===== src/rtl/next_pc_redirect_unit.sv =====
// IF/ID register plus control-transfer redirect and operand-wait hold.
// BRANCH_DELAY_SLOT_EN: keep the delay-slot instruction and link to PC+8.
module next_pc_redirect_unit #(
  parameter int MAX_WAIT = 15,
  parameter int CNT_W    = 4
) (
  input  logic        Clk,
  input  logic        Reset,
  input  logic [31:0] Instruction,
  input  logic [31:0] PCNow,
  input  logic [31:0] PCNext4,
  input  logic [31:0] RsData,
  input  logic [31:0] RtData,
  input  logic        OperandValid,
  output logic [31:0] NewPC,
  output logic        Jump,
  output logic [31:0] IDInstruction,
  output logic [31:0] IDPCNext4,
  output logic        IDValid,
  output logic        LinkWrite,
  output logic [31:0] LinkAddr,
  output logic        WaitTimeout
);

  typedef enum logic {RUN, WAIT_OPND} state_t;

  localparam logic [CNT_W-1:0] CNT_MAX = '1;
  localparam logic [CNT_W-1:0] CNT_ONE = CNT_W'(1);
  localparam logic [CNT_W-1:0] CNT_LIM = CNT_W'(MAX_WAIT);

  state_t            state_q, state_d;
  logic [CNT_W-1:0]  cnt_q, cnt_d;
  logic              to_q, to_d;
  logic [31:0]       ir_q, ir_d;
  logic [31:0]       pc4_q, pc4_d;
  logic              v_q, v_d;

  logic [5:0]  op;
  logic [5:0]  fn;
  logic        is_j, is_jal, is_jr, is_beq, is_bne;
  logic        eq, hold, taken;
  logic [31:0] boff, tgt;

  assign op     = ir_q[31:26];
  assign fn     = ir_q[5:0];
  assign is_j   = v_q && (op == 6'h02);
  assign is_jal = v_q && (op == 6'h03);
  assign is_jr  = v_q && (op == 6'h00) && (fn == 6'h08);
  assign is_beq = v_q && (op == 6'h04);
  assign is_bne = v_q && (op == 6'h05);
  assign eq     = (RsData == RtData);
  assign boff   = {{14{ir_q[15]}}, ir_q[15:0], 2'b00};

  assign hold  = (is_jr | is_beq | is_bne) & ~OperandValid;
  assign taken = is_j | is_jal
               | (OperandValid & (is_jr
               | (is_beq & eq) | (is_bne & ~eq)));

  always_comb begin
    tgt = '0;
    unique case (1'b1)
      is_j, is_jal:   tgt = {pc4_q[31:28], ir_q[25:0], 2'b00};
      is_jr:          tgt = RsData;
      is_beq, is_bne: tgt = pc4_q + boff;
      default:        tgt = '0;
    endcase
  end

  always_comb begin
    state_d = state_q;
    cnt_d   = cnt_q;
    to_d    = to_q;
    ir_d    = ir_q;
    pc4_d   = pc4_q;
    v_d     = v_q;
    Jump    = 1'b0;
    NewPC   = '0;
    if (Reset) begin
      Jump  = 1'b0;
      NewPC = '0;
    end else if (hold) begin
      Jump    = 1'b1;
      NewPC   = PCNow;
      state_d = WAIT_OPND;
      if (state_q == RUN)
        cnt_d = CNT_ONE;
      else if (cnt_q != CNT_MAX)
        cnt_d = cnt_q + CNT_ONE;
      if (cnt_d >= CNT_LIM)
        to_d = 1'b1;
    end else begin
      state_d = RUN;
      cnt_d   = '0;
      pc4_d   = PCNext4;
      ir_d    = Instruction;
      v_d     = 1'b1;
      if (taken) begin
        Jump  = 1'b1;
        NewPC = tgt;
`ifndef BRANCH_DELAY_SLOT_EN
        ir_d  = '0;
        v_d   = 1'b0;
`endif
      end
    end
  end

  always_ff @(posedge Clk) begin
    if (Reset) begin
      state_q <= RUN;
      cnt_q   <= '0;
      to_q    <= 1'b0;
      ir_q    <= '0;
      pc4_q   <= '0;
      v_q     <= 1'b0;
    end else begin
      state_q <= state_d;
      cnt_q   <= cnt_d;
      to_q    <= to_d;
      ir_q    <= ir_d;
      pc4_q   <= pc4_d;
      v_q     <= v_d;
    end
  end

  assign IDInstruction = ir_q;
  assign IDPCNext4     = pc4_q;
  assign IDValid       = v_q;
  assign WaitTimeout   = to_q;
  assign LinkWrite     = is_jal & ~Reset;
`ifdef BRANCH_DELAY_SLOT_EN
  assign LinkAddr = pc4_q + 32'd4;
`else
  assign LinkAddr = pc4_q;
`endif

endmodule


===== config.mk =====
export PLATFORM = sky130hd
export DESIGN_NAME = next_pc_redirect_unit
export DESIGN_NICKNAME = d
export VERILOG_FILES = /design/src/rtl/next_pc_redirect_unit.sv
export SDC_FILE = /design/constraint.sdc
export NUM_CORES = 1
export LEC_CHECK = 0
export BUFFER_PORTS_ARGS = -buffer_cell sky130_fd_sc_hd__buf_2
export CAP_MARGIN = 20
export CELL_PAD_IN_SITES_DETAIL_PLACEMENT = 0
export CELL_PAD_IN_SITES_GLOBAL_PLACEMENT = 1
export CORE_ASPECT_RATIO = 1.5
export CORE_MARGIN = 1
export CORE_UTILIZATION = 31
export CTS_CLUSTER_DIAMETER = 50
export DETAILED_ROUTE_END_ITERATION = 10
export PLACE_DENSITY = 0.83
export SYNTH_ARGS = -nofsm -noshare
export SYNTH_HDL_FRONTEND = slang
export SYNTH_SLANG_ARGS = --single-unit

===== constraint.sdc =====
create_clock -name Clk -period 2.9 [get_ports Clk]
set_input_delay 0.29 -clock Clk [delete_from_list [all_inputs] [get_ports Clk]]
set_output_delay 0.29 -clock Clk [all_outputs]
set_load 0.005 [all_outputs]

==> impl_metrics.json <==
{
  "status": "complete, but fails checks",
  "violations": "setup timing",
  "drc": 0,
  "fin_util": 0.5016,
  "final_common_cell": "buf_2",
  "clkTransAtPathRegs_ns": 0.07,
  "hold_viol": 0,
  "ir_drop_mv": 0.3404,
  "wl_per_cell_um": 20.51,
  "yosysUniqueCellTypes": 64,
  "cts_tree": "yes",
  "place_ws_ns": -0.06982,
  "dp.cells": 1186,
  "cts_hold_buf": 0,
  "maxSlewHeadroom": 0.6700,
  "startpoint": "IDPCNext4[2]$_SDFFE_PP0N_",
  "grt_pass1_vias": 6393,
  "drv_slew": 0,
  "synth_cells": 672,
  "nets": 1209,
  "timing.fmax_ghz": 0.2966,
  "cp_max_fo": 2,
  "ctsLongestPathBuffers": 2,
  "cts.sinks": 71,
  "cts_max_level": 3,
  "start_util": 0.3167,
  "maxCapViolCount": 0,
  "numCtsBuffers": 9,
  "grt_setup_unrepaired": "true",
  "worst-setup-path-type": "reg -> out",
  "layout_common_cells": "buf_2, nand2_1, buf_4",
  "avgSynthCellArea_um2": 7.900,
  "row_count": 58,
  "first_pass_iters": 5,
  "cp.required_ns": 2.61,
  "fin_skew_ns": 0.007200,
  "syn_area_um2": 5309,
  "detail_route.iter0.violations": 472,
  "via_per_inst": 5.392,
  "grt_max_degree": 57,
  "ys_ff_latch": 71,
  "tns_ns": -4.276,
  "synth_edf_count": 0,
  "holdCritPathClass": "in -> reg",
  "synth-seq-area-share": 0.2677,
  "period_share": 1.163,
  "r2r-start": "IDInstruction[29]$_SDFFE_PP0N_",
  "worstHoldStart": "Instruction[27]",
  "pin_count": 295,
  "period_minus_slack_ns": 3.371,
  "track_usage": 0.2738,
  "async_reset_ff_frac": 0,
  "grt_pass1_wl_um": 35780,
  "insertion_delay_ns": 0.34,
  "die_x_um": 108.9,
  "setup_viol": 18,
  "p_leak_nw": 3.955,
  "synth_warnings": 0,
  "io_buffer_count": 294,
  "syn_nets": 866,
  "hold_slack_ns": 0.1425,
  "final_cells": 1231,
  "overflow": 0,
  "die_h_um": 162.3,
  "dominantRegCellSynth": "dfxtp_1",
  "startpoint_type": "register",
  "layout-drive-gt1-share": 0.4990,
  "nFillCells": 1649,
  "syn_to_final_growth_pct": 58.40,
  "worst_pin_slew_ns": 0.4949,
  "arrival_ns": 3.08,
  "core_area_um2": 16760,
  "vias": 6637,
  "dp_hpwl_um": 18860,
  "power_density_nw_per_um2": 391.5,
  "gp_congestion": 0.9375,
  "ant_nets": 0,
  "crit_path_end_kind": "output port",
  "layout_setup_ws_ns": -0.4713,
  "dieArea_um2": 17660,
  "postRouteWirelength_um": 25240,
  "antenna_found_initial": 1,
  "cts-root-buf": "clkbuf_16"
}
-- logic make-up (layout without fill, tap and decap cells) --
kind of cell | count (synthesis) | in the layout | share of synthesized area
muxes | 1 | 1 | 0.002121
adders and majority gates | 31 | 31 | 0.07448
DFF | 71 | 71 | 0.2677
and+or+nand+nor | 208 | 208 | 0.1850
buffers and inverters | 77 | 425 | 0.07919
xor gates and xnor gates | 58 | 58 | 0.09569
AOI/OAI and AO/OA | 226 | 226 | 0.2958
other | 0 | 1 | 0
-- sequential cells by signal, indices dropped and copies added (netlist names) --
name / flops
IDValid: 1
WaitTimeout: 1
IDPCNext4: 32
IDInstruction: 32
cnt_q: 4
state_q: 1
-- timing repair --
item,in CTS,in global routing
endpoints found under the setup margin,28,26
gates cloned,0,1
pin swaps,46,48
buffers inserted,17,12
resized for setup,79,55
endpoints found under the hold margin,0,0
-- synthesized netlist by cell type, drive strengths merged, types with 6 or more instances --
master | n | area share
nand2 | 109 | 0.077
dfxtp | 71 | 0.27
a21oi | 61 | 0.058
xnor2 | 51 | 0.084
buf | 44 | 0.056
o21ai | 42 | 0.040
nor2 | 33 | 0.025
ha | 30 | 0.071
a22o | 29 | 0.048
clkbuf | 22 | 0.016
a222oi | 19 | 0.036
a21o | 14 | 0.020
a22oi | 11 | 0.016
inv | 11 | 0.0078
nand4 | 11 | 0.013
nand3 | 9 | 0.0085
and2 | 8 | 0.0094
o211ai | 7 | 0.0099
xor2 | 7 | 0.012
and3 | 6 | 0.0071
nor2b | 6 | 0.0071
nor3 | 6 | 0.0066
-- critical path, stage by stage (launching register included) --
cell and delay, ns:
dfxtp_2 0.35, ha_4 0.14, inv_2 0.04, fa_2 0.34, nand2b_4 0.15, a21o_1 0.19
a211o_1 0.31, buf_4 0.15, buf_6 0.12, nand2_4 0.06, a41oi_4 0.11, xnor2_1 0.17
a222oi_1 0.35, o21ai_1 0.11, buf_2 0.13
-- area by class of cell --
class,instances,area [µm²],area share
diodes,1,2.502,0.0002976
clock buffers,9,225.2,0.02678
clock inverters,7,97.59,0.01161
inverters,11,41.29,0.004910
multi-input cells,524,4019,0.4779
flip-flops and latches,71,1453,0.1727
well taps,210,262.8,0.03125
repair buffers,398,2308,0.2745
-- layer usage --
metal / share of wire / GRT usage
met1: 0.37 / 0.3081
met2: 0.54 / 0.5247
met3: 0.075 / 0.03612
met4: 0.019 / 0.07310
met5: 0 / 0
-- power breakdown --
part | internal, mW | switching (mW) | total [mW]
clock | 0.756 | 0.495 | 1.25
combinational | 0.467 | 0.473 | 0.940
sequential | 1.03 | 0.0680 | 1.10
total | 2.26 | 1.04 | 3.29
-- metrics by stage --
stage,instance area [µm²],power (mW)
2_1_floorplan,5309,1.515
3_3_place_gp,7268,1.911
3_5_place_dp,7268,1.912
4_1_cts,8084,3.253
5_1_grt,8407,3.419
6_report,8409,3.292
-- final timing paths --
check / to / slack, ns / depth (start not counted)
hold reg to reg: cnt_q[0]$_SDFF_PP0_ / 0.47 / 1
setup / recovery: NewPC[20] / -0.47 / 14
hold / removal: IDInstruction[27]$_SDFFE_PP0N_ / 0.14 / 2
setup reg to reg: IDPCNext4[8]$_SDFFE_PP0N_ / 0.45 / 9
(Power assumes the default switching activity.)
